==> src/rtl/i2c_reg_bank_pkg.sv <==
`default_nettype none
// ============================================================================
//  Module   : reg_bank_pkg
//  Purpose  : Shared definitions for the I2C register bank: region enum,
//             decode result struct, default region map and the address
//             decoder / overlap helper functions.
//  Contents : region_e, decode_t, DEF_* defaults, decode_addr(),
//             ranges_overlap()
//  Revision : 1.0 - initial generic register bank
// ============================================================================
package reg_bank_pkg;

    typedef enum logic [2:0] {
        R_NONE  = 3'd0,
        R_OSD   = 3'd1,
        R_CTRL  = 3'd2,
        R_STAT  = 3'd3,
        R_PULSE = 3'd4
    } region_e;

    // index is the element number inside the region (byte, word or pulse),
    // lane is the byte position inside a 32-bit status word (0 = MSB).
    typedef struct packed {
        region_e     region;
        logic [7:0]  index;
        logic [1:0]  lane;
    } decode_t;

    // OSD RAM window occupies the whole lower half of the address space.
    localparam int OSD_SIZE        = 128;
    localparam int STAT_WORD_BYTES = 4;

    // Default region map.
    localparam int DEF_NUM_CTRL   = 16;
    localparam int DEF_CTRL_BASE  = 'h80;
    localparam int DEF_NUM_STAT   = 8;
    localparam int DEF_STAT_BASE  = 'hA0;
    localparam int DEF_NUM_PULSE  = 8;
    localparam int DEF_PULSE_BASE = 'hF0;
    localparam int DEF_PULSE_LEN  = 4;
    localparam int DEF_PAGE_BITS  = 3;

    // Half-open ranges [a, a+na) and [b, b+nb) share at least one address.
    function automatic bit ranges_overlap(input int a, input int na,
                                          input int b, input int nb);
        return (a < b + nb) && (b < a + na);
    endfunction

    // Map an address onto {region, index, lane}. Regions are exclusive, so
    // the order of the tests only matters for illegal parameter sets, which
    // are rejected at elaboration.
    function automatic decode_t decode_addr(input logic [7:0] addr,
                                            input int ctrl_base,
                                            input int num_ctrl,
                                            input int stat_base,
                                            input int num_stat,
                                            input int pulse_base,
                                            input int num_pulse);
        decode_t d;
        int      a;
        int      off;
        a        = int'(addr);
        off      = 0;
        d.region = R_NONE;
        d.index  = '0;
        d.lane   = '0;
        if (a < OSD_SIZE) begin
            d.region = R_OSD;
            d.index  = addr;
        end else if (a >= ctrl_base && a < ctrl_base + num_ctrl) begin
            d.region = R_CTRL;
            d.index  = 8'(a - ctrl_base);
        end else if (a >= stat_base &&
                     a < stat_base + STAT_WORD_BYTES * num_stat) begin
            off      = a - stat_base;
            d.region = R_STAT;
            d.index  = 8'(off / STAT_WORD_BYTES);
            d.lane   = 2'(off % STAT_WORD_BYTES);
        end else if (a >= pulse_base && a < pulse_base + num_pulse) begin
            d.region = R_PULSE;
            d.index  = 8'(a - pulse_base);
        end
        return d;
    endfunction

endpackage
`default_nettype wire

==> src/rtl/i2c_reg_bank_pulse_gen.sv <==
`default_nettype none
// ============================================================================
//  Module   : reg_pulse_gen
//  Purpose  : Self-timed command pulse. A load starts (or restarts) a down
//             counter at PULSE_LEN; the output is high while it is nonzero.
//  Ports    : clk      - system clock
//             reset_n  - synchronous active-low reset
//             load     - restart the pulse (one per cycle)
//             pulse    - command pulse output
//  Revision : 1.0 - initial generic register bank
// ============================================================================
module reg_pulse_gen #(
    parameter int PULSE_LEN = 4
) (
    input  logic clk,
    input  logic reset_n,
    input  logic load,
    output logic pulse
);

    localparam int               CNT_W    = $clog2(PULSE_LEN + 1);
    localparam logic [CNT_W-1:0] LOAD_VAL = CNT_W'(PULSE_LEN);
    localparam logic [CNT_W-1:0] ONE      = CNT_W'(1);

    logic [CNT_W-1:0] r_cnt;

    // A load always wins over the decrement so a rewrite during an active
    // pulse extends it to PULSE_LEN cycles after the latest write.
    always_ff @(posedge clk) begin
        if (!reset_n) begin
            r_cnt <= '0;
        end else if (load) begin
            r_cnt <= LOAD_VAL;
        end else if (r_cnt != '0) begin
            r_cnt <= r_cnt - ONE;
        end
    end

    assign pulse = (r_cnt != '0);

endmodule
`default_nettype wire

==> src/rtl/i2c_reg_bank.sv <==
`default_nettype none
// ============================================================================
//  Module   : i2c_reg_bank
//  Purpose  : Byte-wide register bank between the I2C slave byte interface
//             and the core fabric. Four regions: paged OSD RAM write window,
//             read/write control bytes, atomically read 32-bit status words
//             (MSB first) and self-timed command pulses.
//  Ports    : clk, reset_n        - clock, synchronous active-low reset
//             addr, data_in       - register address / write byte
//             write_en            - one write per cycle while high
//             data_out            - registered read byte (1-cycle latency)
//             ctrl_q, ctrl_wr_stb - control byte image / per-byte strobes
//             stat_in             - live status words, word k at [32k+31:32k]
//             pulse_out           - command pulses
//             ram_data/addr/wren  - OSD RAM write port
//  Revision : 1.0 - initial generic register bank
// ============================================================================
module i2c_reg_bank
    import reg_bank_pkg::*;
#(
    parameter int                    NUM_CTRL   = DEF_NUM_CTRL,
    parameter int                    CTRL_BASE  = DEF_CTRL_BASE,
    parameter logic [NUM_CTRL*8-1:0] CTRL_RESET = '0,
    parameter int                    NUM_STAT   = DEF_NUM_STAT,
    parameter int                    STAT_BASE  = DEF_STAT_BASE,
    parameter int                    NUM_PULSE  = DEF_NUM_PULSE,
    parameter int                    PULSE_BASE = DEF_PULSE_BASE,
    parameter int                    PULSE_LEN  = DEF_PULSE_LEN,
    parameter int                    PAGE_BITS  = DEF_PAGE_BITS
) (
    input  logic                   clk,
    input  logic                   reset_n,
    input  logic [7:0]             addr,
    input  logic [7:0]             data_in,
    input  logic                   write_en,
    output logic [7:0]             data_out,
    output logic [NUM_CTRL*8-1:0]  ctrl_q,
    output logic [NUM_CTRL-1:0]    ctrl_wr_stb,
    input  logic [NUM_STAT*32-1:0] stat_in,
    output logic [NUM_PULSE-1:0]   pulse_out,
    output logic [7:0]             ram_data,
    output logic [6+PAGE_BITS:0]   ram_addr,
    output logic                   ram_wren
);

    localparam int CTRL_IW  = (NUM_CTRL  > 1) ? $clog2(NUM_CTRL)  : 1;
    localparam int STAT_IW  = (NUM_STAT  > 1) ? $clog2(NUM_STAT)  : 1;
    localparam int PULSE_IW = (NUM_PULSE > 1) ? $clog2(NUM_PULSE) : 1;

    // ------------------------------------------------------------------
    // Elaboration-time legality of the region map
    // ------------------------------------------------------------------
    localparam bit PARAM_BAD =
        (NUM_CTRL < 1) || (NUM_STAT < 1) || (NUM_PULSE < 1) ||
        (PULSE_LEN < 1) || (PAGE_BITS < 1) || (PAGE_BITS > 8) ||
        (CTRL_BASE  < OSD_SIZE) || (CTRL_BASE  + NUM_CTRL  > 256) ||
        (STAT_BASE  < OSD_SIZE) ||
        (STAT_BASE  + STAT_WORD_BYTES * NUM_STAT > 256) ||
        (PULSE_BASE < OSD_SIZE) || (PULSE_BASE + NUM_PULSE > 256) ||
        ranges_overlap(CTRL_BASE, NUM_CTRL,
                       STAT_BASE, STAT_WORD_BYTES * NUM_STAT) ||
        ranges_overlap(CTRL_BASE, NUM_CTRL, PULSE_BASE, NUM_PULSE) ||
        ranges_overlap(STAT_BASE, STAT_WORD_BYTES * NUM_STAT,
                       PULSE_BASE, NUM_PULSE);

    if (PARAM_BAD) begin : g_param_check
        $error("i2c_reg_bank: illegal or overlapping region parameters");
    end

    // ------------------------------------------------------------------
    // Address decode
    // ------------------------------------------------------------------
    decode_t               w_dec;
    logic [CTRL_IW-1:0]    w_ctrl_idx;
    logic [STAT_IW-1:0]    w_stat_idx;
    logic [PULSE_IW-1:0]   w_pulse_idx;
    logic                  w_unused_idx;

    assign w_dec = decode_addr(addr, CTRL_BASE, NUM_CTRL, STAT_BASE,
                               NUM_STAT, PULSE_BASE, NUM_PULSE);

    // Every region is smaller than 256 entries; only the low index bits
    // are meaningful for a given region.
    assign w_ctrl_idx   = w_dec.index[CTRL_IW-1:0];
    assign w_stat_idx   = w_dec.index[STAT_IW-1:0];
    assign w_pulse_idx  = w_dec.index[PULSE_IW-1:0];
    assign w_unused_idx = ^w_dec.index;

    // ------------------------------------------------------------------
    // State
    // ------------------------------------------------------------------
    logic [7:0]            r_data_out;
    logic [7:0]            r_ctrl [NUM_CTRL];
    logic [NUM_CTRL-1:0]   r_ctrl_wr_stb;
    logic [7:0]            r_ram_data;
    logic [6+PAGE_BITS:0]  r_ram_addr;
    logic                  r_ram_wren;
    logic [23:0]           r_shadow;
    logic [STAT_IW-1:0]    r_tag;
    logic                  r_tag_vld;
    logic [7:0]            r_prev_addr;
    logic [NUM_PULSE-1:0]  w_pulse;

    // ------------------------------------------------------------------
    // Status word selection and snapshot
    // ------------------------------------------------------------------
    logic [31:0] w_stat_word [NUM_STAT];
    logic [31:0] w_sel_word;
    logic [23:0] w_stat_low;
    logic        w_stat_entry;

    for (genvar k = 0; k < NUM_STAT; k++) begin : g_stat_unpack
        assign w_stat_word[k] = stat_in[32*k +: 32];
    end

    assign w_sel_word = w_stat_word[w_stat_idx];

    // A snapshot is taken only when the address arrives on a word MSB;
    // sitting on the MSB leaves the earlier snapshot untouched.
    assign w_stat_entry = (w_dec.region == R_STAT) && (w_dec.lane == 2'd0) &&
                          (addr != r_prev_addr);

    // The lower three bytes come from the shadow only for the word the
    // snapshot belongs to; any other word is read live.
    assign w_stat_low = (r_tag_vld && (r_tag == w_stat_idx)) ? r_shadow
                                                             : w_sel_word[23:0];

    // ------------------------------------------------------------------
    // Read mux (registered into data_out)
    // ------------------------------------------------------------------
    logic [7:0] w_rd_data;

    always_comb begin
        w_rd_data = 8'h00;
        case (w_dec.region)
            R_CTRL:  w_rd_data = r_ctrl[w_ctrl_idx];
            R_STAT: begin
                case (w_dec.lane)
                    2'd0:    w_rd_data = w_sel_word[31:24];
                    2'd1:    w_rd_data = w_stat_low[23:16];
                    2'd2:    w_rd_data = w_stat_low[15:8];
                    default: w_rd_data = w_stat_low[7:0];
                endcase
            end
            R_PULSE: w_rd_data = {7'b0, w_pulse[w_pulse_idx]};
            default: w_rd_data = 8'h00;
        endcase
    end

    // ------------------------------------------------------------------
    // Sequential datapath
    // ------------------------------------------------------------------
    always_ff @(posedge clk) begin
        if (!reset_n) begin
            r_data_out    <= 8'h00;
            for (int i = 0; i < NUM_CTRL; i++) begin
                r_ctrl[i] <= CTRL_RESET[8*i +: 8];
            end
            r_ctrl_wr_stb <= '0;
            r_ram_data    <= '0;
            r_ram_addr    <= '0;
            r_ram_wren    <= 1'b0;
            r_shadow      <= '0;
            r_tag         <= '0;
            r_tag_vld     <= 1'b0;
            r_prev_addr   <= 8'h00;
        end else begin
            r_data_out    <= w_rd_data;
            r_prev_addr   <= addr;
            r_ctrl_wr_stb <= '0;
            r_ram_wren    <= 1'b0;

            // stat_in is sampled before the edge, so a word changing in
            // the capture cycle is snapshotted with its old value.
            if (w_stat_entry) begin
                r_shadow  <= w_sel_word[23:0];
                r_tag     <= w_stat_idx;
                r_tag_vld <= 1'b1;
            end

            if (write_en) begin
                case (w_dec.region)
                    R_OSD: begin
                        // Page comes from the already-registered page byte,
                        // so a page write only affects later OSD writes.
                        r_ram_data <= data_in;
                        r_ram_addr <= {r_ctrl[0][PAGE_BITS-1:0], addr[6:0]};
                        r_ram_wren <= 1'b1;
                    end
                    R_CTRL: begin
                        r_ctrl[w_ctrl_idx]        <= data_in;
                        r_ctrl_wr_stb[w_ctrl_idx] <= 1'b1;
                    end
                    default: ;
                endcase
            end
        end
    end

    // ------------------------------------------------------------------
    // Command pulses
    // ------------------------------------------------------------------
    for (genvar p = 0; p < NUM_PULSE; p++) begin : g_pulse
        logic w_load;
        assign w_load = write_en && (w_dec.region == R_PULSE) &&
                        (w_pulse_idx == PULSE_IW'(p));

        reg_pulse_gen #(
            .PULSE_LEN (PULSE_LEN)
        ) u_pulse (
            .clk     (clk),
            .reset_n (reset_n),
            .load    (w_load),
            .pulse   (w_pulse[p])
        );
    end

    // ------------------------------------------------------------------
    // Outputs
    // ------------------------------------------------------------------
    for (genvar c = 0; c < NUM_CTRL; c++) begin : g_ctrl_out
        assign ctrl_q[8*c +: 8] = r_ctrl[c];
    end

    assign data_out    = r_data_out;
    assign ctrl_wr_stb = r_ctrl_wr_stb;
    assign pulse_out   = w_pulse;
    assign ram_data    = r_ram_data;
    assign ram_addr    = r_ram_addr;
    assign ram_wren    = r_ram_wren;

endmodule
`default_nettype wire
==> config.mk <==
export PLATFORM = sky130hd
export DESIGN_NAME = i2c_reg_bank
export DESIGN_NICKNAME = d
export VERILOG_FILES = /design/src/rtl/i2c_reg_bank_pkg.sv /design/src/rtl/i2c_reg_bank_pulse_gen.sv /design/src/rtl/i2c_reg_bank.sv
export SDC_FILE = /design/constraint.sdc
export NUM_CORES = 1
export LEC_CHECK = 0
export ABC_CLOCK_PERIOD_IN_PS = 8700
export BUFFER_PORTS_ARGS = -buffer_cell sky130_fd_sc_hd__buf_4
export CELL_PAD_IN_SITES_DETAIL_PLACEMENT = 0
export CELL_PAD_IN_SITES_GLOBAL_PLACEMENT = 1
export CORE_UTILIZATION = 40
export CTS_CLUSTER_DIAMETER = 100
export DETAILED_ROUTE_END_ITERATION = 10
export PLACE_DENSITY = 0.86
export SLEW_MARGIN = 0
export SYNTH_ARGS = -nofsm -noshare
export SYNTH_HDL_FRONTEND = slang
export SYNTH_HIERARCHICAL = 1
export SYNTH_SLANG_ARGS = --single-unit
==> constraint.sdc <==
create_clock -name clk -period 8.7 [get_ports clk]
set_input_delay 1.74 -clock clk [delete_from_list [all_inputs] [get_ports clk]]
set_output_delay 1.74 -clock clk [all_outputs]
set_load 0.1 [all_outputs]
Word-level counts from Yosys, hierarchy flattened
Memory sizes are Yosys's and may differ from the RTL's.
Cells that the tools add are included.
- register bits after elaboration: 103
- memory bits (writable): 128
- bits of input ports: 275
- output and inout bits: 179
- logic and storage cells: 156
- memories: 1
- memories (memory ; words ; bits a word ; rd ports ; clocked after memory_dff ; write ports ; RTL line ; text):
    r_ctrl ; 16 ; 8 ; 17 ; 0 ; 16 ; i2c_reg_bank.sv:93 ; logic [7:0] r_ctrl [NUM_CTRL];
- add/subtract/negate cells: 12
- $lt $le $gt $ge: 11
- equal/unequal tests: 15
- multiplexer cells: 42
- bitwise gates (word level): 3
- reductions and logical operators: 47
- operators by type and width (operator ; count):
    $bmux W32 S3 ; 1
    $mux W32 ; 2
    $mux W3 ; 16
    $pmux W8 S3 ; 2
    $mux W11 ; 4
    $lt A8 B8 Y1 const B ; 4
    $ge A8 B8 Y1 const B ; 3
    $mux W24 ; 1
    $reduce_bool A3 Y1 ; 8
    $sub A3 B1 Y3 const B ; 8
    $reduce_or A2 Y1 ; 9
    $logic_and A1 B1 Y1 ; 16
    $reduce_bool A2 Y1 ; 8
    $sub A8 B8 Y8 const B ; 2
    $eq A3 B3 Y1 const B ; 5
    $eq A3 B2 Y1 const B ; 4
    $mux W1 ; 9
    $sub A8 B8 Y9 const B ; 1
    $add A8 B1 Y8 ; 1
    $mux W8 ; 1
    $ne A8 B8 Y1 ; 1
    $reduce_or A8 Y1 ; 1
    $eq A3 B1 Y1 const B ; 2
    $mux W2 ; 3
    17 further kinds ; 18

Depth between registers and ports, before layout
- word-level depth: 14
- mapped depth: 16
- mapped depth without buffers: 12

Hierarchy
The synthesis kept the hierarchy.
- modules (own cells, without submodules) (module ; instances ; cells an instance ; area an instance (sq um) ; sequential area each (sq um)):
    i2c_reg_bank ; 1 ; 1305 ; 11892.7 ; 5425.2
    reg_pulse_gen ; 8 ; 18 ; 167.7 ; 60.1

Least setup slack after synthesis
No wires, ideal clock.
- path type: input port to flip-flop
- start point: input port addr[7]
- end point: memory r_ctrl[11][0] (enable)
- setup time: 384 ps
- arrival: 4476 ps
- data required time: 8316 ps
- slack: 3840 ps
- stages: 13
- buffers on the path: 6
- cells stage by stage: clkbuf_1 -> buf_2 -> a21oi_1 -> ha_1 -> and3b_1 -> nor4_2 -> buf_4 -> nor2_4 -> buf_6 -> buf_4 -> buf_2 -> nand2_1 -> o21ai_0
- RTL lines (element ; RTL line ; text):
    from (decl) ; i2c_reg_bank.sv:33 ; input logic [7:0] addr,
    to (decl) ; i2c_reg_bank.sv:93 ;

==> reports/qor.yml <==
period_needed_ns: 5.41
p_total_mw: 3.56
status: "completed"
synth.net_count: 1750
wl_mm: 56.9
max_freq_mhz: 185
die_area_um2: 33800
tightestPinTransition_ns: 1.23
cp-end-kind: "register"
final-hold-violation-count: 0
die_h_um: 184
initial_utilization_pct: 40.7
antenna_found_initial: 1
arrival_ns: 5.54
share_seq_of_total_power_pct: 35.9
cts_tree: "done"
synth_flop_cell: "edfxtp_1"
grt_max_degree: 79
use_met3_pct: 5.63
io_pins: 454
io_buffer_count: 453
synth_edf_count: 128
criticalPathCategory: "in2reg"
final_net_count: 2134
cts_buffer_depth: 3
power_density_nw_per_um2: 202
startpoint_type: "input pin"
gr-max-usage-layer: "met2"
grt_use_met2_pct: 56.2
dp_cells: 2248
power_switching_mw: 1.39
routed_via_density: 5.83
intPower_mw: 2.17
slew_headroom_pct: 17.1
synth_top_area_share_pct: 29.0
cp_max_fo: 70
ys_async_sr_fraction_pct: 0
hpwl_mm: 41.9
finalWeightedCongestion: 0.946
synth.avg_cell_area_um2: 9.13
cts_inserted_buffers: 25
rsz0062_at_grt: "false"
setup-violations-final: 0
p_sw_share_pct: 39.0
path_common_cell: "buf_4"
first_iter_violations: 1306
vias: 13400
fin_worst_skew_ns: 0.0129
power.share.clock_pct: 29.3
num_rows: 66
drv_slew: 0
synth.cell_area_um2: 13200
slowest_delay_ns: 0.91
hold_buffers: 0
clkSinkCount: 231
ctsHtreeMaxLevel: 1
fin_cells: 2294
drc: 0
yosysTopAreaCell: "edfxtp_1"
post_drt_wl_per_cell_um: 24.8
drv_cap: 0
post_cts_resized: 0
path_buf_inv: 3
drtAntennaViolNets: 0
area_delta_synth_final_pct: 33.5
drt_first_pass_iters: 5
met1_usage_pct: 41.1
grt_pass1_vias: 12900
min_path_type: "reg2reg"
critPathRequiredTime_ns: 8.84
synthTopCellsByArea: "edfxtp_1 (29%), dfxtp_1 (16%), and2_1 (6.9%), nand2_1 (6.1%), a211oi_1 (3.4%)"
path_clk_slew_ns: 0.06
grt_first_pass_wirelength_mm: 82.1
ys_seq_elements: 231
drive_gt1_share_pct: 29.6
post-cts-setup-buffer-count: 0
peakVddDrop_uv: 190
fill_cells: 3067
leakagePower_nw: 7.62
grt-ovfl-total: 0
yosysSeqAreaShare_pct: 44.6
critical-path-top-delay-family: "simple AND/OR/NAND/NOR gates"
clock_latency_ns: 0.52
cts_root_buf: "clkbuf_16"
coreArea_um2: 32500
crit_chain: "buf_4 > or2_1 > a21oi_1 > ha_1 > nand4b_1 > nand4_1 > buf_4 > nand2b_1 > buf_4 > o21ai_0"
synth.distinct_cells: 76
synth_warnings: 6
crit_path_top_delay_cell: "o21ai_0"
pwr-share-comb_pct: 34.8
synth_cells: 1449
grt.total_usage_pct: 32.6
min_period_over_period_pct: 62.1
die_x_um: 184
final.setup.tns_ns: 0
## stage by stage
stage               setup slack (ns)  hold slack (ns)  instance area, µm²  utilization [%]
finish                          3.29            0.465               17700             54.3
global route                    3.08            0.487               17700             54.3
CTS                             3.39            0.469               17700             54.3
detailed placement              2.83            0.460               16900             51.8
global placement                2.95            0.455               16900             51.8
floorplan                       3.84            0.467               13200                -
## sequential cells by signal (all words and copies together) (netlist names)
name                   count
ram_addr                  10
r_ctrl                   128
ram_wren                   1
ram_data                   8
r_shadow                  24
r_tag_vld                  1
g_pulse.u_pulse/r_cnt     24
data_out                   8
r_prev_addr                8
ctrl_wr_stb               16
r_tag                      3
## cells by family (layout without fill, tap and decap cells)
family          Yosys count  count (layout)  synth area share (%)
buf+inv                 164             566                  5.36
compound gates          351             351                  19.0
other cells               0               1                     0
xor+xnor                 17              17                  1.13
flops                   231             231                  44.6
fa+ha+maj                26              26                  2.46
simple gates            616             616                  23.6
mux                      44              44                  3.87
## metal layers
| layer | vias to the layer above | wire (µm) |
|---|---|---|
| li1 | 6030 | - |
| met1 | 6491 | 22000 |
| met2 | 744 | 27800 |
| met3 | 114 | 5310 |
| met4 | 0 | 1780 |
| met5 | - | 0 |
## worst paths after layout
path / startpoint / end / slack (ns) / cells past startpoint
worst min register to register: ram_data[5] / ram_data[5] / 0.46 / 2
worst min-delay path: ram_data[5] / ram_data[5] / 0.46 / 2
worst max register to register: r_tag_vld / data_out[3] / 6.32 / 7
worst max-delay path: addr[5] / r_ctrl[1][6] / 3.29 / 10
## worst min-delay path, stage by stage, from the launching register on
cell and delay [ns]:
dfxtp_1 0.31, nand2_1 0.05, a21boi_0 0.06
## Yosys cell counts, types with 20 or more instances
| master | instances |
|---|---|
| a211oi_1 | 60 |
| a21oi_1 | 32 |
| a311oi_1 | 20 |
| a31oi_1 | 21 |
| and2_1 | 145 |
| and3_1 | 47 |
| buf_2 | 42 |
| clkbuf_1 | 57 |
| dfxtp_1 | 103 |
| edfxtp_1 | 128 |
| ha_1 | 26 |
| inv_1 | 47 |
| mux2i_1 | 23 |
| nand2_1 | 216 |
| nand3_1 | 65 |
| nor2_1 | 52 |
| nor3_1 | 26 |
| o21ai_0 | 79 |
## layout make-up
cell class              instances  area [µm²]  share of cell area (%)
clock buffers                  34         709                    4.02
clock inverters                11        87.6                   0.496
diodes                          1        2.50                  0.0142
flip-flops and latches        231        5910                    33.4
inverters                      47         176                   0.999
repair buffers                474        3560                    20.1
multi-input cells            1054        6680                    37.8
well taps                     442         553                    3.13
## cell usage in the layout (no fill, tap or decap), drive strengths merged, types with 21 or more instances in the layout
cell type / count
nor3: 26
nor2: 53
nand2: 217
dfxtp: 103
edfxtp: 128
a21oi: 34
a31oi: 21
inv: 48
a211oi: 60
and2: 146
and3: 47
clkbuf: 34
buf: 474
ha: 26
mux2i: 23
o21ai: 82
nand3: 65
## power by group through the flow
| stage | registers (mW) | logic (mW) | clock network, mW |
|---|---|---|---|
| global route | 1.28 | 1.31 | 1.10 |
| detailed placement | 1.30 | 1.23 | 0 |
| floorplan | 1.55 | 0.583 | 0 |
| finish | 1.28 | 1.24 | 1.04 |
| global placement | 1.30 | 1.21 | 0 |
| CTS | 1.28 | 1.24 | 1.06 |
No activity file was read; power rests on OpenSTA's default activity.
